==> src/rtl/scr1_imem_fetch_tracer.sv <==
// Passive imem fetch tracer: pairs accepted fetch addresses with their
// responses, classifies ADDI instructions, queues trace records in a
// show-ahead FIFO and keeps saturating statistics counters and sticky flags.
module scr1_imem_fetch_tracer #(
   parameter int unsigned PEND_DEPTH  = 4,
   parameter int unsigned TRACE_DEPTH = 8,
   parameter int unsigned CNT_W       = 32
) (
   input  logic              clk,
   input  logic              rst,
   input  logic              imem_req,
   input  logic              imem_req_ack,
   input  logic [31:0]       imem_addr,
   input  logic [1:0]        imem_resp,
   input  logic [31:0]       imem_rdata,
   input  logic              cnt_clr,
   output logic              trace_valid,
   input  logic              trace_ready,
   output logic [31:0]       trace_addr,
   output logic [31:0]       trace_instr,
   output logic              trace_err,
   output logic              trace_is_addi,
   output logic [CNT_W-1:0]  cnt_fetch,
   output logic [CNT_W-1:0]  cnt_addi,
   output logic [CNT_W-1:0]  cnt_drop,
   output logic              pend_overflow,
   output logic              orphan_resp
);

   localparam int unsigned PW = $clog2(PEND_DEPTH);
   localparam int unsigned TW = $clog2(TRACE_DEPTH);

   typedef struct packed {
      logic [31:0] addr;
      logic [31:0] instr;
      logic        err;
      logic        is_addi;
   } rec_t;

   // Pending-address FIFO state
   logic [PW:0]  pwr_q, pwr_d, prd_q, prd_d;
   logic [31:0]  pmem_q [PEND_DEPTH];

   // Trace record FIFO state
   logic [TW:0]  twr_q, twr_d, trd_q, trd_d;
   rec_t         tmem_q [TRACE_DEPTH];

   // Statistics
   logic [CNT_W-1:0] cnt_fetch_q, cnt_fetch_d;
   logic [CNT_W-1:0] cnt_addi_q,  cnt_addi_d;
   logic [CNT_W-1:0] cnt_drop_q,  cnt_drop_d;
   logic             ovf_q, ovf_d, orph_q, orph_d;

   logic accept, resp_v;
   logic pend_empty, pend_full, pend_push, pend_pop;
   logic tr_empty, tr_full, tr_push, tr_pop, tr_drop;
   rec_t new_rec, head_rec;

   function automatic logic [CNT_W-1:0] sat_inc(input logic [CNT_W-1:0] v);
      return (&v) ? v : v + CNT_W'(1);
   endfunction

   // Handshake decode, record formation and FIFO control
   always_comb begin
      accept     = imem_req & imem_req_ack;
      resp_v     = |imem_resp;

      pend_empty = (pwr_q == prd_q);
      pend_full  = (pwr_q[PW] != prd_q[PW]) && (pwr_q[PW-1:0] == prd_q[PW-1:0]);
      // The response pops the existing head first, so a full FIFO can still
      // take the address accepted in the same cycle.
      pend_pop   = resp_v & ~pend_empty;
      pend_push  = accept & (~pend_full | pend_pop);

      tr_empty   = (twr_q == trd_q);
      tr_full    = (twr_q[TW] != trd_q[TW]) && (twr_q[TW-1:0] == trd_q[TW-1:0]);
      tr_pop     = ~tr_empty & trace_ready;
      tr_push    = pend_pop & (~tr_full | tr_pop);
      tr_drop    = pend_pop & tr_full & ~tr_pop;

      new_rec         = '0;
      new_rec.addr    = pmem_q[prd_q[PW-1:0]];
      new_rec.err     = imem_resp[1];
      new_rec.instr   = imem_resp[1] ? '0 : imem_rdata;
      new_rec.is_addi = (imem_resp == 2'b01) && (imem_rdata[6:0] == 7'b0010011)
                        && (imem_rdata[14:12] == 3'b000);

      pwr_d = pwr_q + (PW+1)'(pend_push);
      prd_d = prd_q + (PW+1)'(pend_pop);
      twr_d = twr_q + (TW+1)'(tr_push);
      trd_d = trd_q + (TW+1)'(tr_pop);
   end

   // Counter and sticky-flag next state; clear has priority over updates
   always_comb begin
      cnt_fetch_d = cnt_fetch_q;
      cnt_addi_d  = cnt_addi_q;
      cnt_drop_d  = cnt_drop_q;
      ovf_d       = ovf_q;
      orph_d      = orph_q;
      if (cnt_clr) begin
         cnt_fetch_d = '0;
         cnt_addi_d  = '0;
         cnt_drop_d  = '0;
         ovf_d       = 1'b0;
         orph_d      = 1'b0;
      end else begin
         if (pend_pop)                   cnt_fetch_d = sat_inc(cnt_fetch_q);
         if (pend_pop & new_rec.is_addi) cnt_addi_d  = sat_inc(cnt_addi_q);
         if (tr_drop)                    cnt_drop_d  = sat_inc(cnt_drop_q);
         if (accept & pend_full & ~pend_pop) ovf_d   = 1'b1;
         if (resp_v & pend_empty)        orph_d      = 1'b1;
      end
   end

   // Pointers, counters and flags
   always_ff @(posedge clk or posedge rst) begin
      if (rst) begin
         pwr_q       <= '0;
         prd_q       <= '0;
         twr_q       <= '0;
         trd_q       <= '0;
         cnt_fetch_q <= '0;
         cnt_addi_q  <= '0;
         cnt_drop_q  <= '0;
         ovf_q       <= 1'b0;
         orph_q      <= 1'b0;
      end else begin
         pwr_q       <= pwr_d;
         prd_q       <= prd_d;
         twr_q       <= twr_d;
         trd_q       <= trd_d;
         cnt_fetch_q <= cnt_fetch_d;
         cnt_addi_q  <= cnt_addi_d;
         cnt_drop_q  <= cnt_drop_d;
         ovf_q       <= ovf_d;
         orph_q      <= orph_d;
      end
   end

   // FIFO storage; contents are don't-care until pointers make them visible
   always_ff @(posedge clk) begin
      if (pend_push) pmem_q[pwr_q[PW-1:0]] <= imem_addr;
      if (tr_push)   tmem_q[twr_q[TW-1:0]] <= new_rec;
   end

   // Head record is gated so all trace outputs read 0 while the FIFO is empty
   always_comb begin
      head_rec      = tmem_q[trd_q[TW-1:0]];
      trace_valid   = ~tr_empty;
      trace_addr    = tr_empty ? '0 : head_rec.addr;
      trace_instr   = tr_empty ? '0 : head_rec.instr;
      trace_err     = ~tr_empty & head_rec.err;
      trace_is_addi = ~tr_empty & head_rec.is_addi;
      cnt_fetch     = cnt_fetch_q;
      cnt_addi      = cnt_addi_q;
      cnt_drop      = cnt_drop_q;
      pend_overflow = ovf_q;
      orphan_resp   = orph_q;
   end

endmodule

==> config.mk <==
export PLATFORM = sky130hd
export DESIGN_NAME = scr1_imem_fetch_tracer
export DESIGN_NICKNAME = d
export VERILOG_FILES = /design/src/rtl/scr1_imem_fetch_tracer.sv
export SDC_FILE = /design/constraint.sdc
export NUM_CORES = 1
export LEC_CHECK = 0
export BUFFER_PORTS_ARGS = -buffer_cell sky130_fd_sc_hd__buf_2
export CORE_ASPECT_RATIO = 1.75
export CORE_MARGIN = 3
export CORE_UTILIZATION = 60
export DETAILED_ROUTE_END_ITERATION = 10
export GPL_TIMING_DRIVEN = 0
export PLACE_DENSITY = 0.8
export SLEW_MARGIN = 10
export SYNTH_ARGS = -nofsm -noshare
export SYNTH_HDL_FRONTEND = slang
export SYNTH_SLANG_ARGS = --single-unit
export TNS_END_PERCENT = 5
==> constraint.sdc <==
create_clock -name clk -period 7 [get_ports clk]
set_clock_uncertainty 0.1 [all_clocks]
set_input_delay 0.35 -clock clk [delete_from_list [all_inputs] [get_ports clk]]
set_output_delay 0.35 -clock clk [all_outputs]
set_load 0.005 [all_outputs]
==> results.yml <==
critical_path:
  critPathArrivalTime_ps: 4100
  start_kind: "flip-flop"
  rr_worst_depth: 10
  rrSetupSlack_ps: 3250
  crit_fanout: 10
  cp_common_cell: "clkbuf_1"
  cpMaxStageDelayCell: "clkbuf_1"
  required_ps: 6550
  critPathMaxStageDelay_ps: 610
  cp_num_buf_inv: 5
  worstSetupEndpointType: "output port"
  critical_path_class: "flip-flop to output port"
  r2r_start: "trd_q[1]"
  r2r_end: "trd_q[2]"
  crit_family: "buffers and inverters"
  path_cells: "clkbuf_1, xnor2_1, nand3_1, nor2b_1, clkbuf_1, clkbuf_1, clkbuf_1, nor2_1, buf_2"
global_routing:
  grt_pass1_wl_um: 109000
  antenna_found_initial: 0
  grt_overflow: 0
  grt_pass1_vias: 18329
  grt_max_degree: 62
  track_usage: 0.268
timing:
  rsz0062_at_grt: "no"
  setup_tns_ps: 0
  post-route-period-util: 0.650
  fmax_ghz: 0.220
  hold_viol: 0
  slew_violations: 0
  setup_viol: 0
  slew_headroom: 0.290
  fin_crit_ps: 4550
  tightest_slew_ps: 1060
detailed_routing:
  drc: 0
  via_per_inst: 6.15
  drtIter0Drc: 1376
  wl_per_cell_um: 25.3
  wirelength_um: 70900
  ant_nets: 0
  firstDrtPassIters: 5
  vias: 17221
synthesis:
  synth_ff_type: "edfxtp_1"
  synth_top_area_share: 0.640
  yosysSeqAreaShare: 0.731
  synth-edff-count: 656
  yosys_warnings: 0
  synth.largest_area_cell: "edfxtp_1"
  async_reset_ff_frac: 0.146
  syn-num-nets: 1780
  synth_cell_types: 51
  syn_inst: 1697
  synthTopCellsByArea: "edfxtp_1, mux4_2, dfrtp_1"
  syn_area_mm2: 0.0308
  avgSynthCellArea_um2: 18.1
  synth-seq-cells: 768
die:
  fp.dieW_um: 177
  ios: 237
  core_area_mm2: 0.0506
  die_y_um: 306
  num_rows: 109
  start_util: 0.609
  die_area_mm2: 0.0542
clock_network:
  cts.sinks: 768
  clock_latency_ps: 590
  h-tree-depth: 3
  cts_root_buf: "clkbuf_16"
  cts_setup_buffers: 0
  numCtsBuffers: 66
  cts_tree: "built"
  cts_max_path_buffers: 3
  clk_pin_slew_ps: 70
power_and_ir_drop:
  p_per_area_mw_per_mm2: 417
  power.leakage_nw: 12.9
  ir_drop_mv: 0.251
placement:
  post-place-cells: 2648
  gp_congestion: 0.899
  port_buffers: 236
  place_hpwl_um: 46800
cells_and_area:
  drive_gt1_frac: 0.278
  fin_cells: 2799
  fin_util: 0.715
  seq_area_mm2: 0.0225
  final_cell_mix: "edfxtp_1, buf_2, nor2_1, mux4_2, dfrtp_1"
  layout.cells.most_common: "edfxtp_1"
  multi_input_area_mm2: 0.00800
  area_delta_synth_final_pct: 17.4
  diodes: 0
  num-fill-cells: 3039
  finalNetCount: 2168
hold_path:
  worstHoldStart: "imem_resp[1]"
  min_delay_path_depth: 1
  hp-class: "input port to flip-flop"
  hold_path_end: "tmem_q[1][1]"
outcome:
  status: "completed"
flow_run:
  drv_cap: 0
[report_power, final]
group	leakage [nW]	internal (mW)	switching [mW]	total, mW
logic	4.25	2.05	2.76	4.81
clock network	1.06	2.11	1.63	3.75
registers	7.56	6.25	0.269	6.51
[cell type report]
cell class | instances | area share
sequential | 768 | 0.622
multi-input combinational | 834 | 0.221
timing repair buffer | 320 | 0.0621
clock buffer | 73 | 0.0473
tap | 666 | 0.0230
clock inverter | 43 | 0.0138
buffer | 85 | 0.00934
inverter | 10 | 0.00118
[worst max-delay path by stage]
stage | from | to | slack, ps | depth (start not counted)
after detailed placement | imem_rdata[5] | cnt_addi[8] | 3070 | 8
after floorplan | prd_q[0] | tmem_q[0][0] | 540 | 8
after CTS | trd_q[1] | trace_instr[30] | 2430 | 9
after global routing | trd_q[1] | trace_instr[30] | 2220 | 9
after global placement | imem_resp[1] | tmem_q[1][24] | -4440 | 7
final | trd_q[1] | trace_instr[30] | 2450 | 9
[sequential cells by signal, summed over array words and instances (netlist names)]
signal and cells:
tmem_q 528, pwr_q 3, pend_overflow 1, pmem_q 128, cnt_fetch 32, twr_q 4, trd_q 4, cnt_drop 32
orphan_resp 1, cnt_addi 32, prd_q 3
[synthesized netlist by cell type (2+ instances only)]
master    instances
edfxtp_1        656
nor2_1          173
mux4_2          164
dfrtp_1         112
mux2i_1          67
clkbuf_1         57
xnor2_1          55
nand2_1          50
nand3_1          50
nor2b_1          39
xor2_1           35
nor3_1           34
nand4_1          29
nor4_1           17
and3_1           15
buf_1            15
a21oi_1          14
and4_1           13
buf_2            12
ha_1             11
inv_1            10
o21ai_0           8
or3_1             8
a211oi_1          7
and2_1            5
nand2b_1          5
nor4b_1           3
nor4b_2           3
and3b_1           2
mux2_2            2
nand4b_1          2
nor3b_1           2
o31a_1            2
or2_2             2
or4_1             2
[logic make-up (layout without fill, tap and decap cells)]
group                    Yosys count  after routing  synth area share
flip-flops                       768            768             0.731
AND/OR/NAND/NOR                  464            464            0.0775
XOR/XNOR                          90             90            0.0256
buffers and inverters             95            531            0.0122
adder cells (fa/ha/maj)           11             11           0.00447
AO/OA/AOI/OAI                     36             36           0.00719
multiplexers                     233            233             0.142
[per-stage QoR]
stage | hold WS [ps] | power, mW | area [um^2] | setup WS, ps
CTS | 96.2 | 15.2 | 36200 | 2430
global placement | 375 | 11.1 | 32800 | -4440
global route | 113 | 15.7 | 36200 | 2220
finish | 118 | 15.1 | 36200 | 2450
detailed placement | 348 | 11.4 | 33600 | 3070
floorplan | 349 | 9.43 | 30800 | 536
[metal layers]
layer | up-vias | wire length (um) | global-route usage
li1 | 7442 | - | -
met1 | 8772 | 24900 | 0.325
met3 | 164 | 4800 | 0.0433
met2 | 843 | 38700 | 0.481
met4 | 0 | 2570 | 0.100
met5 | - | 0 | 0
[timing repair]
action                    4_1_cts  5_1_grt
hold buffers                   35        0
resized for setup               0        0
hold endpoints to repair      180        0
(Power assumes the default switching activity.)
